$ cat src/rtl/fsm_pkg.sv
// Shared type definitions for the job engine and the job arbiter.
// The engine state encoding is fixed because the engine reports it directly.
package fsm_pkg;

   typedef enum logic [1:0] {
      IDLE    = 2'b00,
      BUSY    = 2'b01,
      WAITING = 2'b10
   } eng_state_t;

   typedef enum logic [2:0] {
      ARB_IDLE  = 3'd0,
      ARB_START = 3'd1,
      ARB_BUSY  = 3'd2,
      ARB_PAUSE = 3'd3,
      ARB_DONE  = 3'd4,
      ARB_ABORT = 3'd5
   } arb_state_t;

endpackage

$ cat src/rtl/rr_pick.sv
// Combinational round-robin search: first set request at or above the
// pointer, wrapping modulo NUM_REQ.
module rr_pick #(
   parameter  int NUM_REQ = 4,
   localparam int OWNER_W = $clog2(NUM_REQ)
) (
   input  logic [NUM_REQ-1:0] i_req,
   input  logic [OWNER_W-1:0] i_ptr,
   output logic [OWNER_W-1:0] o_winner,
   output logic               o_valid
);

   logic [OWNER_W-1:0] w_idx;

   // Walk offsets from farthest to nearest so the nearest hit overwrites.
   always_comb begin
      o_winner = '0;
      w_idx    = '0;
      for (int k = NUM_REQ - 1; k >= 0; k--) begin
         w_idx = OWNER_W'((int'(i_ptr) + k) % NUM_REQ);
         if (i_req[w_idx]) begin
            o_winner = w_idx;
         end
      end
   end

   assign o_valid = |i_req;

endmodule

$ cat src/rtl/fsm_job_arbiter.sv
// Round-robin arbiter sharing one start/wait/finish job engine between
// NUM_REQ requesters, with pause forwarding and a BUSY-time watchdog.
module fsm_job_arbiter
   import fsm_pkg::*;
#(
   parameter  int NUM_REQ        = 4,
   parameter  int TIMEOUT_CYCLES = 1024,
   localparam int OWNER_W        = $clog2(NUM_REQ)
) (
   input  logic               i_clk,
   input  logic               i_rst,
   input  logic [NUM_REQ-1:0] i_req,
   input  logic [NUM_REQ-1:0] i_pause,
   output logic [NUM_REQ-1:0] o_gnt,
   output logic [OWNER_W-1:0] o_owner,
   output logic [NUM_REQ-1:0] o_done,
   output logic [NUM_REQ-1:0] o_abort,
   output logic               o_eng_start,
   output logic               o_eng_wait,
   input  logic               i_eng_finish,
   input  logic [1:0]         i_eng_state,
   output logic [2:0]         o_dbg_state
);

   localparam int                TMR_W   = $clog2(TIMEOUT_CYCLES);
   localparam logic [TMR_W-1:0]  TMR_MAX = TMR_W'(TIMEOUT_CYCLES - 1);

   arb_state_t         r_state, w_state_nxt;
   logic [OWNER_W-1:0] r_owner, w_owner_nxt;
   logic [OWNER_W-1:0] r_ptr,   w_ptr_nxt;
   logic [TMR_W-1:0]   r_timer, w_timer_nxt;

   logic [OWNER_W-1:0] w_pick;
   logic               w_pick_valid;
   logic               w_own_pause;
   logic               w_job;
   logic [NUM_REQ-1:0] w_onehot;

   rr_pick #(
      .NUM_REQ (NUM_REQ)
   ) u_rr_pick (
      .i_req    (i_req),
      .i_ptr    (r_ptr),
      .o_winner (w_pick),
      .o_valid  (w_pick_valid)
   );

   assign w_own_pause = i_pause[r_owner];

   always_comb begin
      w_state_nxt = r_state;
      w_owner_nxt = r_owner;
      w_ptr_nxt   = r_ptr;
      w_timer_nxt = r_timer;
      case (r_state)
         ARB_IDLE: begin
            if (w_pick_valid && (i_eng_state == IDLE)) begin
               w_state_nxt = ARB_START;
               w_owner_nxt = w_pick;
            end
         end
         ARB_START: begin
            w_timer_nxt = '0;
            w_state_nxt = ARB_BUSY;
         end
         ARB_BUSY: begin
            // Saturate at the limit so the timer can never wrap.
            if (r_timer != TMR_MAX) begin
               w_timer_nxt = r_timer + 1'b1;
            end
            if (i_eng_finish) begin
               w_state_nxt = ARB_DONE;
            end else if (r_timer == TMR_MAX) begin
               w_state_nxt = ARB_ABORT;
            end else if (w_own_pause) begin
               w_state_nxt = ARB_PAUSE;
            end
         end
         ARB_PAUSE: begin
            if (i_eng_finish) begin
               w_state_nxt = ARB_DONE;
            end else if (!w_own_pause) begin
               w_state_nxt = ARB_BUSY;
            end
         end
         ARB_DONE, ARB_ABORT: begin
            w_ptr_nxt   = (r_owner == OWNER_W'(NUM_REQ - 1)) ? '0 : r_owner + 1'b1;
            w_state_nxt = ARB_IDLE;
         end
         default: begin
            w_state_nxt = ARB_IDLE;
         end
      endcase
   end

   always_ff @(posedge i_clk or posedge i_rst) begin
      if (i_rst) begin
         r_state <= ARB_IDLE;
         r_owner <= '0;
         r_ptr   <= '0;
         r_timer <= '0;
      end else begin
         r_state <= w_state_nxt;
         r_owner <= w_owner_nxt;
         r_ptr   <= w_ptr_nxt;
         r_timer <= w_timer_nxt;
      end
   end

   // All outputs decode registered state only, so reset clears them at once.
   assign w_job       = (r_state != ARB_IDLE);
   assign w_onehot    = {{(NUM_REQ-1){1'b0}}, 1'b1} << r_owner;
   assign o_gnt       = w_job ? w_onehot : '0;
   assign o_owner     = w_job ? r_owner : '0;
   assign o_eng_start = (r_state == ARB_START);
   assign o_eng_wait  = (r_state == ARB_PAUSE);
   assign o_done      = (r_state == ARB_DONE)  ? w_onehot : '0;
   assign o_abort     = (r_state == ARB_ABORT) ? w_onehot : '0;
   assign o_dbg_state = r_state;

endmodule

$ cat config.mk
export PLATFORM = sky130hd
export DESIGN_NAME = fsm_job_arbiter
export DESIGN_NICKNAME = d
export VERILOG_FILES = /design/src/rtl/fsm_pkg.sv /design/src/rtl/rr_pick.sv /design/src/rtl/fsm_job_arbiter.sv
export SDC_FILE = /design/constraint.sdc
export NUM_CORES = 1
export LEC_CHECK = 0
export CAP_MARGIN = 40
export CORE_AREA = 5 5 56 58
export DETAILED_ROUTE_END_ITERATION = 7
export DIE_AREA = 0 0 61 63
export HOLD_SLACK_MARGIN = 0.05
export PLACE_DENSITY = 0.74
export SYNTH_ARGS = -nofsm -noshare
export SYNTH_HDL_FRONTEND = slang
export SYNTH_HIERARCHICAL = 1
export SYNTH_SLANG_ARGS = --single-unit
$ cat constraint.sdc
create_clock -name i_clk -period 2.9 [get_ports i_clk]
set_clock_uncertainty 0.05 [all_clocks]
set_input_delay 0.58 -clock i_clk [delete_from_list [all_inputs] [get_ports i_clk]]
set_output_delay 0.58 -clock i_clk [all_outputs]
set_load 0.1 [all_outputs]
==> results.cfg <==
[outcome]
status = complete, no violations

[critical_path]
required_ps = 2270
crit_path_start_kind = register
ff2ff_setup_slack_ps = 1040
worstPathCellList = nor3_1 -> and2b_2 -> buf_4
r2r-end = r_owner[1]
crit_buf_inv = 1
cp_max_fo = 13
critPathArrivalTime_ps = 1920
timing.rr.start = o_dbg_state[0]
reg2reg_depth = 3
endpoint_kind = primary output
slowest_stage = nor3_1
slowest_delay_ps = 580
critPathKind = register to primary output
cp_top_family = simple AND/OR/NAND/NOR gates

[detailed_routing]
routed_wl_um = 2710
firstDrtPassIters = 4
vias = 1049
ant_nets = 0
drc = 0
vias_per_cell = 5.49
first_iter_violations = 46
wire_per_inst_um = 14.2

[global_routing]
antenna_found_initial = 0
grt_pass1_vias = 1009
grt_start_max_net_pins = 18
grt_pass1_wl_um = 4350
global_route.overflow_total = 0
grt_util_all_layers_pct = 14.7

[worst_hold_path]
hold_path.class = register to register
hold_start = r_timer[3]
hold_path_depth = 1
min_to = r_timer[3]

[pwr]
p_switching_mw = 0.907
p_per_area_nw_per_um2 = 1060
power.share.switching_pct = 58.8
static-leakage-power_nw = 0.735
p_seq_share_pct = 27.5
p_int_mw = 0.635
pwr-share-clk_pct = 8.4
total_power_mw = 1.54
max-vdd-ir-drop_v = 0.000816
combPwrFrac_pct = 64.1

[yosys]
postSynthAreaPerCell_um2 = 8.98
synth_top_family_by_area = simple AND/OR/NAND/NOR gates
synth_cell_types = 36
ys_seq_area_share_pct = 37.6
syn_nets = 144
synth_area_leader_cell = dfrtp_1
synthCells = 126
synth_xor_area_share_pct = 0
synth.area.mux_share_pct = 9.29
yosysWarnings = 6
ys_seq_elements = 17
synth-simple-area-share_pct = 32.2
syn_area_um2 = 1130
synth_area_leaders = dfrtp_1, ha_1, mux2i_1
yosysTopAreaCellShare_pct = 37.6
synth-compound-area-share_pct = 12.7
synth_adder_area_share_pct = 5.53

[finish]
final_cells = 191
layout-drive-gt1-share_pct = 18.8
syn2layout_area_growth_pct = 28.8
diodes = 0
final_nets = 179
stdcell_area_um2 = 1460
final_cell_mix = buf_4, dfrtp_1, nand2_1
fillCellCount = 264
mostFrequentLayoutCell = buf_4

[clocking]
path_clk_slew_ps = 90
hold_buffers = 0
cts_tree = done
htree_levels = 1
clk_latency_ps = 300
cts_sinks = 17
cts_root_buffer = clkbuf_4
postCtsResizedCells = 0
postCtsSetupRepairBufs = 0
cts_buffer_depth = 2
cts_made_buffers = 3

[die]
ios = 32
die_h_um = 63
initial_core_util_pct = 43.3
die_w_um = 61
placementRows = 19
fp.coreArea_um2 = 2620
dieArea_um2 = 3840

[placement]
gp_congestion = 0.839
placedCellCount = 187
place_hpwl_um = 2120
io_buffers = 31
dpl-instance-area_um2 = 1430

[sta]
rsz0062_at_grt = no
layout_min_cycle_time_ps = 2550
finalCritPeriodShare_pct = 88.0
finalMaxSlewViolations = 0
worst_pin_slew_ps = 659
finalSetupViolCount = 0
hold_violations = 0
relSlewSlack_pct = 56.0
max_freq_mhz = 392

[flow_run]
cap_violations = 0
[synth_stat cells]
master     n
o31ai_1    3
and2_1     5
nand4_1    3
or2b_1     1
a31oi_1    1
a211oi_1   2
nand2_1   16
nor3_1     1
nor2b_1    1
dfrtp_1   17
o21a_1     2
nand4_2    1
mux4_2     1
o41ai_1    1
inv_1      7
clkbuf_1   1
nor4_1     1
a211oi_2   1
o211ai_1   2
o311ai_1   1
nand3_1    5
o21ai_0    4
nor3b_4    1
a21oi_1    4
nor3b_1    1
and4_1     1
nand2b_1   2
ha_1       5
mux2_2     2
or3_1      1
and3_1     7
and2b_1    4
and2b_2    1
mux2i_1    6
or2_0      1
nor2_1    13
[final cells by class]
cell class	instances	area, um^2	share of cell area [%]
clock buffers	3	22.5	1.55
clock inverters	1	5.00	0.344
inverters	7	26.3	1.80
multi-input cells	101	676	46.4
flip-flops and latches	17	425	29.2
well taps	31	38.8	2.66
repair buffers	31	263	18.0
[how the worst max path moves through the flow]
stage,startpoint,endpoint,cells past startpoint
3_5_place_dp,o_dbg_state[0],o_gnt[2],3
4_1_cts,o_dbg_state[0],o_gnt[2],3
3_3_place_gp,o_dbg_state[0],o_gnt[2],3
6_report,o_dbg_state[0],o_gnt[2],3
2_1_floorplan,o_dbg_state[2],o_owner[0],2
5_1_grt,o_dbg_state[0],o_gnt[2],3
[power by group through the flow]
stage | Combinational (mW) | Clock, mW | Sequential [mW]
floorplan | 0.700 | 0 | 0.500
global placement | 0.979 | 0 | 0.419
detailed placement | 0.992 | 0 | 0.427
CTS | 0.994 | 0.138 | 0.422
global route | 1.05 | 0.152 | 0.441
finish | 0.988 | 0.130 | 0.423
[metal layers]
| layer | vias to the layer above | track usage [%] | wire (um) |
|---|---|---|---|
| met5 | - | 0 | 0 |
| met4 | 0 | 6.23 | 40 |
| li1 | 522 | - | - |
| met2 | 42 | 25.8 | 1320 |
| met3 | 5 | 3.10 | 246 |
| met1 | 480 | 16.6 | 1100 |
[logic make-up (layout without fill, tap and decap cells)]
group	count (synthesis)	in the layout
adder cells (fa/ha/maj)	5	5
AND/OR/NAND/NOR	66	66
AO/OA/AOI/OAI	21	21
multiplexers	9	9
flip-flops	17	17
buffers and inverters	8	42
[worst register-to-register path, stage by stage, from the launching register on]
cell and delay [ps]:
dfrtp_1 530, nor3_1 580, nand3_1 270, mux2_2 330
[state kept, by name, summed over array words and instances, names as in the netlist]
register,flops
r_ptr,2
o_dbg_state,3
r_owner,2
r_timer,10
[through the flow]
stage               TNS [ps]  utilization, %  hold WS, ps  worst slack, ps
floorplan               -697               -          421             -348
global placement           0            54.6          445              752
detailed placement         0            54.6          465              684
CTS                        0            55.7          480              340
global route               0            55.7          516              242
finish                     0            55.7          484              349
Power figures use the tool's default switching activity.
==> variant 1 (same flow settings) <==
`NUM_REQ` is set to 4 in 2 places; all go to 2.
--- a/src/rtl/rr_pick.sv
+++ b/src/rtl/rr_pick.sv
@@ -2,5 +2,5 @@
 // pointer, wrapping modulo NUM_REQ.
 module rr_pick #(
-   parameter  int NUM_REQ = 4,
+   parameter  int NUM_REQ = 2,
    localparam int OWNER_W = $clog2(NUM_REQ)
 ) (
--- a/src/rtl/fsm_job_arbiter.sv
+++ b/src/rtl/fsm_job_arbiter.sv
@@ -4,5 +4,5 @@
    import fsm_pkg::*;
 #(
-   parameter  int NUM_REQ        = 4,
+   parameter  int NUM_REQ        = 2,
    parameter  int TIMEOUT_CYCLES = 1024,
    localparam int OWNER_W        = $clog2(NUM_REQ)
Interface: changed (6 resized); port bits go from 32 to 21. No check against the original RTL was run, so the function may have changed too.
==> variant 1 against the original RTL <==
  * Via count is 26% lower
  * Final area fell by 25%
  * Highest routed layer unchanged
  * Setup slack better by 290 ps
  * First-iteration DRC count decreased by 41%
  * Wire length down 30%
  * Synthesized area shrank 24%
  * Largest cell class unchanged
  * Power decreased by 34%
  * Hold slack worse by 25 ps
  * Sequential cell count shrank 2
  * Critical endpoint is now o_owner
==> variant 1: results <==
{
  "outcome": "finished clean",
  "dp_hpwl_um": 1480,
  "critPathMaxFanout": 10,
  "grtUsageMet2_pct": 17.5,
  "clk_latency_ps": 280,
  "clk_share_pct": 2.39,
  "nNonClkBuffers": 20,
  "synth-xor-area-share_pct": 1.02,
  "regArea_um2": 377,
  "grt_pass1_vias": 791,
  "r2r_slack_ps": 890,
  "synth_common_cells": "dfrtp_1, nand2_1, nor2_1, nand3_1, nor3_1",
  "vias_per_cell": 5.29,
  "slew_headroom_pct": 44.4,
  "num-clock-buffers": 4,
  "fmax_mhz": 442,
  "drt_iter0_markers": 27,
  "route.met3.wl_um": 114,
  "buffer_area_share_pct": 15.5,
  "use_met3_pct": 2.48,
  "min_from": "r_ptr$_DFFE_PP0P_",
  "synth_compound_area_share_pct": 16.4,
  "synth_cells": 94,
  "vias": 772,
  "startpoint": "o_dbg_state[2]$_DFFE_PP0P_",
  "grt_max_degree": 16,
  "synthAdderAreaFrac_pct": 1.46,
  "drive_above_1_share_pct": 22.6,
  "place_congestion": 0.762,
  "wirelength_um": 1890,
  "place_area_um2": 1070,
  "crit_path_max_incr_delay_ps": 540,
  "pre_cts_ws_ps": 914,
  "ir_drop_mv": 0.676,
  "leakage_uw": 0.000492,
  "r2r-start": "r_timer[0]$_DFFE_PP0P_",
  "wl_met2_um": 940,
  "dp_cells": 142
}
==> variant 1: changes by cell type after synthesis, sizes merged, moves of 5 or more <==
cell / before / now
mux2i: 6 / 1
nor3: 1 / 6
nand2: 16 / 9
and2: 5 / 0
nor2: 13 / 7
==> variant 1: cell families (layout without fill, tap and decap cells) <==
| family | after synthesis | count (layout) |
|---|---|---|
| adder cells (fa/ha/maj) | 1 | 1 |
| flip-flops | 15 | 15 |
| XOR/XNOR | 1 | 1 |
| AND/OR/NAND/NOR | 47 | 47 |
| multiplexers | 2 | 2 |
| buffers and inverters | 7 | 28 |
| AO/OA/AOI/OAI | 21 | 21 |
==> variant 1: critical path, delay by kind of cell, from the launching register on <==
family	cells	cell delay, ps
buffers and inverters	1	250
DFF	1	480
and+or+nand+nor	2	620
==> variant 1: where the power goes <==
group,internal (uW),leakage (uW),switching (uW)
logic,146,0.000278,435
registers,248,0.000200,65.5
clock network,53.3,0.0000150,64.4
==> variant 1: stage by stage <==
step                      power [uW]  hold WS, ps  util, %
after floorplan                  796          414        -
after global placement           894          428     41.0
after detailed placement         904          450     41.0
after CTS                       1020          471     42.0
after global routing            1070          484     42.0
final                           1010          459     42.0
==> variant 1: worst paths after layout <==
| check | to | depth (start not counted) |
|---|---|---|
| hold reg to reg | r_ptr$_DFFE_PP0P_ | 1 |
| min in group asynchronous | r_ptr$_DFFE_PP0P_ | 2 |
| setup reg to reg | r_timer[2]$_DFFE_PP0P_ | 5 |
| hold / removal | r_ptr$_DFFE_PP0P_ | 1 |
| setup / recovery | o_owner | 3 |
| max in group asynchronous | o_dbg_state[0]$_DFFE_PP0P_ | 2 |
==> variant 2 (config.mk and constraints unchanged) <==
Without the edit above. Make the reset (`i_rst`) synchronous in one clocked block.
--- a/src/rtl/fsm_job_arbiter.sv
+++ b/src/rtl/fsm_job_arbiter.sv
@@ -94,5 +94,5 @@
    end
 
-   always_ff @(posedge i_clk or posedge i_rst) begin
+   always_ff @(posedge i_clk) begin
       if (i_rst) begin
          r_state <= ARB_IDLE;
Formal check against the unedited RTL: differs if i_rst is asserted again (counterexample within 4 cycles, from zero or initial values and one cycle with i_rst high); with i_rst held inactive, the same outputs for 10 cycles.
==> variant 2 against the original RTL <==
  * Critical path depth unchanged
  * Non-clock buffer count increased by 2
  * Final area increased by 6.5%
  * Synthesized area decreased by 0.55%
  * Highest routed layer unchanged
  * Final cell count increased by 5.2%
  * Wire length increased by 9.4%
  * Setup slack improved by 110 ps
  * Hold slack got worse by 24 ps
  * Via count increased by 7.1%
  * Sequential cell count unchanged
  * Largest cell class unchanged
Power is left out: it rests on default switching activity, and per cell area and clock period it moved more than threefold.
==> variant 2: results <==
{
  "dp_hpwl_um": 2350,
  "vias": 1124,
  "synth_area_leaders": "dfxtp_1, nor2_1, ha_1",
  "route.met3.wl_um": 97,
  "layout.nets": 189,
  "synth_common_cells": "nor2_1, dfxtp_1, nand2_1, and3_1",
  "outcome": "finished clean",
  "min_from": "r_timer[8]$_SDFFE_PP0P_",
  "grt_max_degree": 15,
  "fin_cells": 201,
  "synthAdderAreaFrac_pct": 5.56,
  "synth_ff_type": "dfxtp_1",
  "wirelength_um": 2960,
  "yosysUniqueCellTypes": 40,
  "synth_compound_area_share_pct": 14.5,
  "place_area_um2": 1530,
  "area_delta_synth_final_pct": 37.9,
  "startpoint": "o_dbg_state[2]$_SDFFE_PP0P_",
  "synth.net_count": 155,
  "place_congestion": 0.766,
  "met1_usage_pct": 22.4,
  "grt_first_pass_wirelength_um": 5010,
  "drive_above_1_share_pct": 24.7,
  "critPathMaxFanout": 10,
  "ys_seq_area_share_pct": 30.3,
  "use_met3_pct": 2.07,
  "grtUsageMet2_pct": 26.3,
  "wl_met1_um": 1310,
  "r2r-start": "o_dbg_state[0]$_SDFFE_PP0P_",
  "fillers": 237
}
-- variant 2: cell types whose count changed after synthesis, moves of 4 or more --
cell,unedited run,this run
nor2b_1,1,5
dfrtp_1,17,0
a21oi_1,4,8
and2b_1,4,0
nor2_1,13,18
dfxtp_1,0,17
nand2_1,16,12
-- variant 2: worst min-delay path, cell delays in order (launching register included) --
cell,delay [ps]
dfxtp_1,350
nand2_1,60
mux2i_1,60
-- variant 2: worst paths after layout --
kind / slack, ps / to
worst max-delay path: 460 / o_done[3]
worst max register to register: 1070 / r_timer[9]$_SDFFE_PP0P_
worst min register to register: 460 / r_timer[8]$_SDFFE_PP0P_
worst min-delay path: 460 / r_timer[8]$_SDFFE_PP0P_
-- variant 2: final cells by class --
type,instances,area share [%]
Multi-Input combinational cell,112,49.9
Inverter,4,0.968
Clock buffer,4,1.69
Tap cell,31,2.50
Sequential cell,17,22.2
Timing Repair Buffer,33,22.7
